===== config.mk =====
export PLATFORM = sky130hd
export DESIGN_NAME = pause_cen_gate
export DESIGN_NICKNAME = d
export VERILOG_FILES = /design/src/rtl/pause_pkg.sv /design/src/rtl/cen_divider.sv /design/src/rtl/pause_cen_gate.sv
export SDC_FILE = /design/constraint.sdc
export NUM_CORES = 1
export LEC_CHECK = 0
export BUFFER_PORTS_ARGS = -buffer_cell sky130_fd_sc_hd__clkbuf_2
export CORE_UTILIZATION = 45
export CTS_BUF_LIST = sky130_fd_sc_hd__clkbuf_16
export DETAILED_ROUTE_END_ITERATION = 8
export PLACE_DENSITY = 0.72
export REMOVE_ABC_BUFFERS = 1
export SETUP_SLACK_MARGIN = 0.05
export SYNTH_ARGS = -nofsm -noshare
export SYNTH_HDL_FRONTEND = slang
export SYNTH_SLANG_ARGS = --single-unit
export TNS_END_PERCENT = 1

===== constraint.sdc =====
create_clock -name clk_sys -period 2.1 [get_ports clk_sys]
set_input_delay 0.105 -clock clk_sys [delete_from_list [all_inputs] [get_ports clk_sys]]
set_output_delay 0.105 -clock clk_sys [all_outputs]
set_load 0.005 [all_outputs]

===== src/rtl/pause_pkg.sv =====
// Shared types and helpers for the CPU pause/clock-enable path.
package pause_pkg;

  typedef enum logic [1:0] {
    RUN   = 2'd0,
    DRAIN = 2'd1,
    HALT  = 2'd2
  } pause_state_t;

  // A divide-by-2 still needs one counter bit.
  function automatic int ctr_width(input int div);
    return (div <= 2) ? 1 : $clog2(div);
  endfunction

endpackage


===== src/rtl/cen_divider.sv =====
// Free-running divide-by-DIV counter; slot marks the last count of each period.
module cen_divider
  import pause_pkg::*;
#(
  parameter int DIV = 8
) (
  input  logic clk_sys,
  input  logic reset,
  output logic slot
);

  localparam int            W    = ctr_width(DIV);
  localparam logic [W-1:0]  LAST = W'(DIV - 1);

  logic [W-1:0] ctr_q;
  logic [W-1:0] ctr_d;

  always_comb begin
    ctr_d = (ctr_q == LAST) ? '0 : ctr_q + W'(1);
  end

  // Never gated: resume must keep phase with the video timing.
  always_ff @(posedge clk_sys or posedge reset) begin
    if (reset) begin
      ctr_q <= '0;
    end else begin
      ctr_q <= ctr_d;
    end
  end

  assign slot = (ctr_q == LAST);

endmodule


===== src/rtl/pause_cen_gate.sv =====
// CPU clock-enable gate: halts the CPU at an opcode fetch when pause is
// requested, forcing the halt after DRAIN_MAX enables without a fetch.
//
//   state | meaning
//   RUN   | enables issued every slot
//   DRAIN | pause requested, issuing enables until an opcode fetch
//   HALT  | no enables, CPU frozen (paused = 1)
module pause_cen_gate
  import pause_pkg::*;
#(
  parameter int DIV       = 8,
  parameter int DRAIN_MAX = 16
) (
  input  logic clk_sys,
  input  logic reset,
  input  logic pause_cpu,
  input  logic cpu_sync,
  output logic cpu_cen,
  output logic paused,
  output logic forced
);

  localparam logic [7:0] DMAX = 8'(DRAIN_MAX);

  logic         slot;
  pause_state_t state_q, state_d;
  logic [7:0]   dcnt_q, dcnt_d;
  logic         cen_q, cen_d;
  logic         paused_q, paused_d;
  logic         forced_q, forced_d;

  cen_divider #(
    .DIV (DIV)
  ) u_div (
    .clk_sys (clk_sys),
    .reset   (reset),
    .slot    (slot)
  );

  always_comb begin
    state_d  = state_q;
    dcnt_d   = dcnt_q;
    cen_d    = 1'b0;
    forced_d = forced_q;
    case (state_q)
      RUN: begin
        cen_d = slot;
        if (pause_cpu) begin
          state_d = DRAIN;
          dcnt_d  = '0;
        end
      end
      DRAIN: begin
        // A dropped pause wins over the slot evaluation, so no enable is lost.
        if (!pause_cpu) begin
          state_d = RUN;
          cen_d   = slot;
        end else if (slot) begin
          if (cpu_sync) begin
            state_d  = HALT;
            forced_d = 1'b0;
          end else if (dcnt_q == DMAX) begin
            state_d  = HALT;
            forced_d = 1'b1;
          end else begin
            cen_d  = 1'b1;
            dcnt_d = dcnt_q + 8'd1;
          end
        end
      end
      HALT: begin
        if (!pause_cpu) begin
          state_d  = RUN;
          forced_d = 1'b0;
        end
      end
      default: begin
        state_d  = RUN;
        forced_d = 1'b0;
      end
    endcase
    paused_d = (state_d == HALT);
  end

  always_ff @(posedge clk_sys or posedge reset) begin
    if (reset) begin
      state_q  <= RUN;
      dcnt_q   <= '0;
      cen_q    <= 1'b0;
      paused_q <= 1'b0;
      forced_q <= 1'b0;
    end else begin
      state_q  <= state_d;
      dcnt_q   <= dcnt_d;
      cen_q    <= cen_d;
      paused_q <= paused_d;
      forced_q <= forced_d;
    end
  end

  assign cpu_cen = cen_q;
  assign paused  = paused_q;
  assign forced  = forced_q;

endmodule


==> impl_metrics.csv <==
group,metric,value,unit
setup_path,max_stage_delay,0.34,ns
logic_synthesis,yosysTopAreaCellShare,0.453,
timing,slew_viol_final,0,
logic_synthesis,ys_ff_latch,16,
timing,hold_viol,0,
cts,path_clk_slew,0.05,ns
power_and_ir_drop,switching_share,0.248,
setup_path,cp-end-kind,"flop",
timing,fin_ws,0.436,ns
setup_path,crit_slowest_cell,"dfrtp_1",
logic_synthesis,synth_cells,83,
setup_path,cp.arrival,1.78,ns
logic_synthesis,synth_area_leader_cell,"dfrtp_1",
global_route,grt_pass1_vias,590,
timing,rsz0062_at_grt,"false",
floorplanning,dieWidth,46.3,µm
cts,cts_root_buf,"clkbuf_16",
place,dp_slack,0.459,ns
logic_synthesis,synth-seq-area-share,0.453,
power_and_ir_drop,p_comb_frac,0.118,
cells_and_area,fin_util,0.577,
setup_path,crit_buf_inv,0,
power_and_ir_drop,power_switching,0.204,mW
timing,post-route-min-period,1.66,ns
place,dp.cells,113,
logic_synthesis,ys_types,27,
detailed_routing,post_drt_wl_per_cell,13.0,µm
logic_synthesis,postSynthAreaPerCell,10.6,µm²
place,dp_hpwl,1110,µm
detailed_routing,viasPerCell,5.29,
global_route,overflow,0,
place,portBuffers,6,
cells_and_area,fillers,150,
setup_path,critPathLaunchType,"flop",
cells_and_area,finalNonFillerCells,118,
cts,htreeDepth,1,
setup_path,crit_type,"reg2reg",
floorplanning,rows,15,
cts,cts_resized,0,
detailed_routing,drc,0,
cts,cts_buffers,3,
cells_and_area,drive_above_1_share,0.194,
detailed_routing,vias,624,
detailed_routing,ant_nets,0,
setup_path,cp.required,2.22,ns
hold_path,hold_path.class,"in2reg",
power_and_ir_drop,peakVddDrop,0.000547,V
power_and_ir_drop,power.total,0.819,mW
place,routabilityCongestion,0.818,
power_and_ir_drop,p_leak,0.464,nW
timing,slew_headroom,0.603,
timing,setup_tns,0,ns
cells_and_area,register_area,400,µm²
cts,cts_max_path_buffers,2,
cells_and_area,nNetsFinal,102,
floorplanning,dieArea,2140,µm²
cts,cts_num_sinks,16,
timing,setup_viol,0,
logic_synthesis,syn_area,883,µm²
cts,clkLatencyLatePin,0.25,ns
cells_and_area,design_area,1030,µm²
timing,clock_skew,0.00103,ns
cells_and_area,final_common_cell,"dfrtp_1",
global_route,antenna_found_initial,0,
run,maxCapViolations,0,
place,placed_cell_area,940,µm²
floorplanning,initial_core_util,0.495,
cts,hold_buffers,1,
setup_path,crit_family,"adder cells",
power_and_ir_drop,clkPwrFrac,0.451,
timing,hold_ws,0.0777,ns
cts,cts_tree,"yes",
cts,cts_setup_buffers,0,
timing,worst_pin_slew,0.595,ns
global_route,groute.usage.overall,0.184,
timing,post-route-period-util,0.792,
global_route,grt_max_degree,17,
outcome,outcome,"finished clean",
cells_and_area,layout_common_cells,"16 x dfrtp_1, 13 x nor2_1, 6 x nand2_1, 6 x inv_1, 6 x clkbuf_2",
setup_path,crit_chain,"ha_1, ha_1, nand2b_4, a21oi_2, nand3_1, mux2_1",
global_route,grt_pass1_wl,2630,µm
floorplanning,fp.dieH,46.3,µm
cells_and_area,n_antenna_cell,0,
floorplanning,ios,7,
timing,max_freq,601,MHz
cells_and_area,area_growth,16.4,%
detailed_routing,drtIter0Drc,16,
setup_path,cp_max_fo,5,
detailed_routing,routed_wl,1530,µm
logic_synthesis,synth_top_cells_by_area,"dfrtp_1 45%, ha_1 5.7%, nor2_1 5.5%",
setup_path,crit_top_cell,"ha_1",
power_and_ir_drop,sequentialPowerShare,0.431,
cells_and_area,multi_input_area,455,µm²
power_and_ir_drop,power_density,797,nW/µm²
floorplanning,floorplan.core_area,1780,µm²
detailed_routing,drt_first_pass_iters,4,
power_and_ir_drop,p_int,0.616,mW
logic_synthesis,ys_warn_count,0,
==> cell usage after synthesis, drive strengths merged <==
cell type	instances
a2111oi	3
o21ai	1
mux2i	4
dfrtp	16
inv	6
nor3	1
o2bb2ai	1
nor2b	2
nand2b	3
nand3	4
o21a	2
a21oi	1
buf	1
ha	4
mux2	2
xnor2	3
a21boi	1
nand4	4
a31oi	1
nor3b	1
nor4b	1
nand2	6
nor2	14
or2	1
==> worst reg2reg max path, delay by kind of cell (launching register included) <==
family	cells	cell delay, ns
flip-flops	1	0.34
adder cells (fa/ha/maj)	2	0.41
AO/OA/AOI/OAI	1	0.21
multiplexers	1	0.34
AND/OR/NAND/NOR	2	0.23
==> sequential cells by signal, summed over array words and instances, names as in the netlist <==
| register | count |
|---|---|
| u_div.ctr_q | 3 |
| dcnt_q | 8 |
| state_q | 2 |
| cpu_cen | 1 |
| forced | 1 |
| paused | 1 |
==> final cells by class <==
cell class / instances / area share
multi-input cells: 60 / 0.443
flip-flops and latches: 16 / 0.389
clock buffers: 3 / 0.0730
repair buffers: 7 / 0.0389
well taps: 25 / 0.0304
inverters: 6 / 0.0219
clock inverters: 1 / 0.00365
==> routing by layer <==
| layer | wire (µm) | track usage |
|---|---|---|
| met1 | 720 | 0.249 |
| met2 | 712 | 0.264 |
| met3 | 56 | 0.0588 |
| met4 | 40 | 0.0882 |
| met5 | 0 | 0 |
==> power groups by stage <==
stage / clock, mW / sequential, mW / combinational [mW]
floorplan: 0 / 0.350 / 0.0722
global placement: 0 / 0.356 / 0.0904
detailed placement: 0 / 0.357 / 0.0944
CTS: 0.377 / 0.352 / 0.0973
global route: 0.390 / 0.356 / 0.111
finish: 0.370 / 0.353 / 0.0963
==> final timing paths <==
check | start | to | slack, ns | cells after the start
min in group asynchronous | reset | u_div.ctr_q[0] | 0.45 | 3
setup / recovery | u_div.ctr_q[0] | dcnt_q[2] | 0.44 | 6
hold / removal | cpu_sync | forced | 0.08 | 2
max in group asynchronous | reset | dcnt_q[0] | 1.26 | 3
setup reg to reg | u_div.ctr_q[0] | dcnt_q[2] | 0.44 | 6
hold reg to reg | u_div.ctr_q[0] | u_div.ctr_q[0] | 0.42 | 1
==> cell families after synthesis <==
family,synth area share
compound gates,0.123
xor+xnor,0.0298
fa+ha+maj,0.0567
buf+inv,0.0312
flops,0.453
mux,0.0708
simple gates,0.235
Note: power is estimated with default switching activity, not from simulation.
